`src/rtl/uart_tx_axis.sv`:
```
// AXI4-Stream to UART transmitter: 8N1 framing, one byte per frame, no buffering.
// Define UART_TX_PARITY_EN to insert an even-parity bit between the data bits and the stop bit.
module uart_tx_axis #(
  parameter int unsigned AXI_DATA_WIDTH = 32,
  parameter int unsigned CLK_FREQ       = 100_000_000,
  parameter int unsigned BAUD_RATE      = 115_200
) (
  input  logic                      aclk,
  input  logic                      aresetn,
  input  logic [AXI_DATA_WIDTH-1:0] s_axis_tdata,
  input  logic                      s_axis_tvalid,
  output logic                      s_axis_tready,
  output logic                      tx,
  output logic                      busy
);

  localparam int unsigned CLKS_PER_BIT = CLK_FREQ / BAUD_RATE;
  localparam int unsigned CNT_W        = (CLKS_PER_BIT > 1) ? $clog2(CLKS_PER_BIT) : 1;
  localparam logic [CNT_W-1:0] CNT_LAST = CNT_W'(CLKS_PER_BIT - 1);

  if (CLKS_PER_BIT < 2) begin : g_bad_baud
    $error("uart_tx_axis: CLK_FREQ / BAUD_RATE must be at least 2");
  end

  if (AXI_DATA_WIDTH < 8) begin : g_bad_width
    $error("uart_tx_axis: AXI_DATA_WIDTH must be at least 8");
  end else if (AXI_DATA_WIDTH > 8) begin : g_upper_unused
    logic unused_tdata;
    assign unused_tdata = ^s_axis_tdata[AXI_DATA_WIDTH-1:8];
  end

  typedef enum logic [2:0] {
    StIdle,
    StStart,
    StData,
`ifdef UART_TX_PARITY_EN
    StParity,
`endif
    StStop
  } state_e;

  state_e           state_q, state_d;
  logic [CNT_W-1:0] cnt_q, cnt_d;
  logic [2:0]       idx_q, idx_d;
  logic [7:0]       shift_q, shift_d;
  logic             tx_q, tx_d;
  logic             tready_q, tready_d;
  logic             bit_done;
`ifdef UART_TX_PARITY_EN
  logic             parity_q, parity_d;
`endif

  assign bit_done = (cnt_q == CNT_LAST);

  always_comb begin
    state_d  = state_q;
    cnt_d    = bit_done ? '0 : cnt_q + 1'b1;
    idx_d    = idx_q;
    shift_d  = shift_q;
    tx_d     = tx_q;
    tready_d = tready_q;
`ifdef UART_TX_PARITY_EN
    parity_d = parity_q;
`endif
    unique case (state_q)
      StIdle: begin
        cnt_d    = '0;
        tx_d     = 1'b1;
        tready_d = 1'b1;
        // tready_q gates the handshake so the first edge after reset only raises tready.
        if (s_axis_tvalid && tready_q) begin
          state_d  = StStart;
          tx_d     = 1'b0;
          tready_d = 1'b0;
          shift_d  = s_axis_tdata[7:0];
          idx_d    = 3'd0;
`ifdef UART_TX_PARITY_EN
          parity_d = ^s_axis_tdata[7:0];
`endif
        end
      end
      StStart: begin
        if (bit_done) begin
          state_d = StData;
          tx_d    = shift_q[0];
        end
      end
      StData: begin
        if (bit_done) begin
          if (idx_q == 3'd7) begin
`ifdef UART_TX_PARITY_EN
            state_d = StParity;
            tx_d    = parity_q;
`else
            state_d = StStop;
            tx_d    = 1'b1;
`endif
          end else begin
            idx_d   = idx_q + 3'd1;
            shift_d = shift_q >> 1;
            tx_d    = shift_q[1];
          end
        end
      end
`ifdef UART_TX_PARITY_EN
      StParity: begin
        if (bit_done) begin
          state_d = StStop;
          tx_d    = 1'b1;
        end
      end
`endif
      StStop: begin
        if (bit_done) begin
          state_d  = StIdle;
          tx_d     = 1'b1;
          tready_d = 1'b1;
        end
      end
      default: begin
        state_d  = StIdle;
        cnt_d    = '0;
        tx_d     = 1'b1;
        tready_d = 1'b0;
      end
    endcase
  end

  always_ff @(posedge aclk or negedge aresetn) begin
    if (!aresetn) begin
      state_q  <= StIdle;
      cnt_q    <= '0;
      idx_q    <= 3'd0;
      shift_q  <= 8'd0;
      tx_q     <= 1'b1;
      tready_q <= 1'b0;
`ifdef UART_TX_PARITY_EN
      parity_q <= 1'b0;
`endif
    end else begin
      state_q  <= state_d;
      cnt_q    <= cnt_d;
      idx_q    <= idx_d;
      shift_q  <= shift_d;
      tx_q     <= tx_d;
      tready_q <= tready_d;
`ifdef UART_TX_PARITY_EN
      parity_q <= parity_d;
`endif
    end
  end

  assign tx            = tx_q;
  assign s_axis_tready = tready_q;
  assign busy          = (state_q != StIdle);

endmodule

```
`config.mk`:
```
export PLATFORM = sky130hd
export DESIGN_NAME = uart_tx_axis
export DESIGN_NICKNAME = d
export VERILOG_FILES = /design/src/rtl/uart_tx_axis.sv
export SDC_FILE = /design/constraint.sdc
export NUM_CORES = 1
export LEC_CHECK = 0
export CORE_UTILIZATION = 50
export CTS_BUF_LIST = sky130_fd_sc_hd__clkbuf_4
export DETAILED_ROUTE_END_ITERATION = 8
export PLACE_DENSITY = 0.82
export SYNTH_ARGS = -nofsm -noshare
export SYNTH_HDL_FRONTEND = slang
export SYNTH_SLANG_ARGS = --single-unit
export TNS_END_PERCENT = 1
```
`constraint.sdc`:
```
create_clock -name aclk -period 6.1 [get_ports aclk]
set_input_delay 1.22 -clock aclk [delete_from_list [all_inputs] [get_ports aclk]]
set_output_delay 1.22 -clock aclk [all_outputs]
set_load 0.005 [all_outputs]
```
* Word-level counts from Yosys, hierarchy flattened
Index checks and enable logic that the tools add are counted.
Cells by class: $add $sub $neg 2, multiplexer cells 23, reduce and logical (&&, ||, !) cells 10, bitwise operators 1, equal/unequal tests 11
Operators with widths (number):
- 3-bit 2-to-1 mux | 8
- 8-bit 2-to-1 mux | 3
- 10-bit 2-to-1 mux | 2
- 8-bit one-hot mux with 2 select lines | 1
- 2-bit inequality test (second input constant) | 6
- 3-bit one-hot mux with 4 select lines | 1
- 10-bit by 1-bit adder with 10-bit output (second input constant) | 1
- 10-bit equality test (second input constant) | 1
- 3-bit by 2-bit equality test with 1-bit output (second input constant) | 2
- 3-bit one-hot mux with 2 select lines | 1
- 1-bit 2-to-1 mux | 5
- 5-bit AND reduction | 1
- 1-bit one-hot mux with 4 select lines | 1
- 4-bit AND reduction | 1
- 3-bit by 1-bit adder with 3-bit output (second input constant) | 1
- 3-bit by 1-bit equality test with 1-bit output (second input constant) | 1
- 3-bit equality test (second input constant) | 1
- 3-bit zero test | 1
- 1-bit one-hot mux with 3 select lines | 1
- 3-bit AND reduction | 1
- 3-bit nonzero test | 1
- 3-bit OR reduction | 1
- 2-bit AND reduction | 1
- 2-bit nonzero test | 1
- 3 further kinds | 3
Storage, ports and cells: input port bits 35, logic and storage cells 53, output and inout port bits 3, bits in registers 26

* Longest topological paths before layout
depth after elaboration 4, depth in mapped cells 8, depth with buffers taken out 6

* Least setup slack after synthesis
OpenSTA, ideal clock, no wires.
path kind input port to flip-flop, start input port s_axis_tvalid, end register shift_q[0], data required time 5.974 ns, library setup time 0.126 ns, slack 3.697 ns, stages 4, arrival 2.276 ns, cell sequence a21boi_1 nor2_1 and3_1 a311o_1
On the way: cells in the longest elaborated chain, start to end 3
Ends and longest elaborated chain:
- from (decl) | RTL line 11 | input logic s_axis_tvalid,
- 1-bit logical AND | RTL line 71 | if (s_axis_tvalid && tready_q) begin
- 2-bit inequality test (no line)
- 4-bit AND reduction (no line)
- to (signal assigned) | RTL line 144 | shift_q <= shift_d;
- to (decl) | RTL line 45 | logic [7:0] shift_q, shift_d;
Every way passes these cells. A chain may end at the register's enable or synchronous reset.

* Worst setup path in the final report
start register state_q[0], end output port busy
On the way: cells in the longest elaborated chain, start to end 1
Ends and longest elaborated chain:
- from (decl) | RTL line 42 | state_e state_q, state_d;
- from (signal assigned) | RTL line 131 | state_q <= StIdle;
- from (signal assigned) | RTL line 141 | state_q <= state_d;
- 3-bit nonzero test | RTL line 155 | assign busy = (state_q != StIdle);
- to (decl) | RTL line 14 | output logic busy
Every way passes these cells.

==> results.sh <==
export IMPL_grt_overflow=0
export IMPL_synth_async_reset_ratio=1.00
export IMPL_drt_antenna_violating_nets=0
export IMPL_syn_avg_cell_area_um2=9.04
export IMPL_finClkSkew_ps=2.22
export IMPL_top_layer_used="met4"
export IMPL_grt_pass1_wl_um=5570
export IMPL_grt_antenna_before_repair=0
export IMPL_finalHoldViolCount=0
export IMPL_synthesis_nets=204
export IMPL_stdcell_area_um2=1640
export IMPL_wl_per_cell_um=15.5
export IMPL_yosysTopAreaCell="dfrtp_1"
export IMPL_htreeDepth=1
export IMPL_drv_slew=0
export IMPL_mostFrequentLayoutCell="dfrtp_1"
export IMPL_hpwlAfterDp_um=2260
export IMPL_numCtsBuffers=3
export IMPL_clkLatencyLatePin_ps=320
export IMPL_setup_viol=0
export IMPL_drt_total_wl_um=3160
export IMPL_min_path_type="flop to flop"
export IMPL_ys_seq_elements=25
export IMPL_period_needed_ps=3430
export IMPL_yosys_warnings=0
export IMPL_setup_tns_final_ps=0
export IMPL_cp_required_ps=4880
export IMPL_crit_chain="inv_1 -> ha_1 -> inv_1 -> clkdlybuf4s50_1"
export IMPL_gp_congestion=0.847
export IMPL_io_buffers=13
export IMPL_synth_top_area_share=0.410
export IMPL_place_area_um2=1610
export IMPL_drt_vias_per_instance=6.16
export IMPL_initial_core_util=0.531
export IMPL_layout_nets=216
export IMPL_clkSlewWorstSetupHoldPaths_ps=140
export IMPL_wl_met2_um=1570
export IMPL_crit_fanout=18
export IMPL_grt_max_degree=26
export IMPL_status="completed"
export IMPL_worst_ep_arrival_time_ps=2210
export IMPL_grt_total_usage=0.222
export IMPL_cts_hold_fix_buffers=0
export IMPL_cts_setup_buffers=0
export IMPL_startpoint_type="flop"
export IMPL_drive_gt1_frac=0.0636
export IMPL_ys_top_cells_by_area="dfrtp_1 41%, ha_1 6.0%, nand2_1 4.9%"
export IMPL_synth_ff_type="dfrtp_1"
export IMPL_grt_pass1_vias=1278
export IMPL_slew_headroom=0.257
export IMPL_syn2layout_area_growth_pct=12.0
export IMPL_root_buffer="clkbuf_4"
export IMPL_yosysUniqueCellTypes=41
export IMPL_die_y_um=56.1
export IMPL_ir_worst_vdd_v=0.000156
export IMPL_slowest_delay_ps=580
export IMPL_cts_resized=0
export IMPL_first_pass_iters=4
export IMPL_path_buf_inv=3
export IMPL_num_antenna_cells=0
export IMPL_synth_edff_count=0
export IMPL_cp_common_cell="inv_1"
export IMPL_std_cell_rows=19
export IMPL_period_share=0.563
export IMPL_syn_inst=162
export IMPL_critical_path_top_delay_family="buffers and inverters"
export IMPL_fmax_ghz=0.291
export IMPL_ys_seq_area_frac=0.428
export IMPL_drv_cap=0
export IMPL_end_kind="output pin"
export IMPL_final_cells=204
export IMPL_num_io_pins=38
export IMPL_clock_sink_count=25
export IMPL_cts_tree="yes"
export IMPL_timing_hold_ws_ps=498
export IMPL_core_area_um2=2760
export IMPL_drc=0
export IMPL_dr_first_iter_drc_count=67
export IMPL_critical_path_slowest_cell="ha_1"
export IMPL_worst_pin_slew_ps=1110
export IMPL_vias=1257
export IMPL_drt_met1_wl_um=1440
export IMPL_clock_path_buffers=2
export IMPL_dp_cells=200
export IMPL_wl_met3_um=116
export IMPL_final_cell_mix="24 x dfrtp_1, 19 x nand2_1, 15 x nor2_1"
export IMPL_syn_area_um2=1470
export IMPL_p_leak_nw=0.740
export IMPL_rsz0062_at_grt="false"
export IMPL_pwr_density_cell_nw_per_um2=155
export IMPL_critPathKind="flop to output pin"
export IMPL_dieArea_um2=3150
export IMPL_die_x_um=56.1
==> worst register-to-register path, delay by kind of cell, from the launching register on <==
| family | cells | cell delay [ps] |
|---|---|---|
| AOI/OAI and AO/OA | 2 | 1010 |
| adders and majority gates | 1 | 580 |
| buffers and inverters | 1 | 120 |
| DFF | 1 | 440 |
| and+or+nand+nor | 2 | 520 |
==> sequential cells by signal, indices dropped and copies added, names as in the netlist <==
register,cells
idx_q,3
shift_q,8
tx,1
cnt_q,10
state_q,2
s_axis_tready,1
==> area by class of cell <==
class	count	area, um^2
inverters	11	41.3
multi-input cells	119	768
well taps	31	38.8
repair buffers	14	138
fillers	227	1120
clock inverters	1	5.00
clock buffers	3	22.5
flip-flops and latches	25	627
==> path summary, 6_finish.rpt <==
path,from,depth (start not counted),slack [ps],endpoint
worst max-delay path,state_q[0],4,2670,busy
worst min-delay path,cnt_q[0],1,500,cnt_q[0]
worst max register to register,state_q[0],6,3350,shift_q[0]
worst min register to register,cnt_q[0],1,500,cnt_q[0]
max in group asynchronous,aresetn,1,3970,idx_q[1]
min in group asynchronous,aresetn,1,1470,shift_q[0]
==> metrics by stage <==
step	utilization	total power, W	worst slack [ps]
2_1_floorplan	-	0.000170	3700
3_3_place_gp	0.585	0.000180	2900
3_5_place_dp	0.585	0.000181	2920
4_1_cts	0.595	0.000256	2680
5_1_grt	0.595	0.000263	2510
6_report	0.595	0.000254	2670
==> logic make-up (layout without fill, tap and decap cells) <==
logic type	Yosys count	after routing	share of synthesized area
xor+xnor	8	8	0.0478
simple gates	66	66	0.220
flops	25	25	0.428
mux	3	3	0.0213
compound gates	35	35	0.175
fa+ha+maj	7	7	0.0598
buf+inv	18	29	0.0478
==> per-layer routing <==
metal	global-route usage	vias up
met3	0.0302	8
met2	0.386	38
met1	0.274	605
met5	0	-
met4	0.0941	0
li1	-	606
==> report_power, final <==
group	switching [W]	total, W	internal (W)
Combinational	0.00000519	0.0000115	0.00000632
Clock	0.0000517	0.0000763	0.0000246
Sequential	0	0.000166	0.000166
==> cells in the mapped netlist (2+ instances only) <==
cell and instances:
a21oi_1 5, a2bb2oi_1 6, a31oi_1 2, a32oi_1 2
and3_1 2, buf_2 2, clkbuf_1 4, dfrtp_1 24
ha_1 7, inv_1 11, mux2i_1 2, nand2_1 19
nand3_1 14, nand4_1 3, nor2_1 15, nor3_1 4
o211ai_1 4, o21ai_0 5, o311ai_1 2, or4_1 2
xnor2_1 4, xor2_1 4
Power figures use the tool's default switching activity.
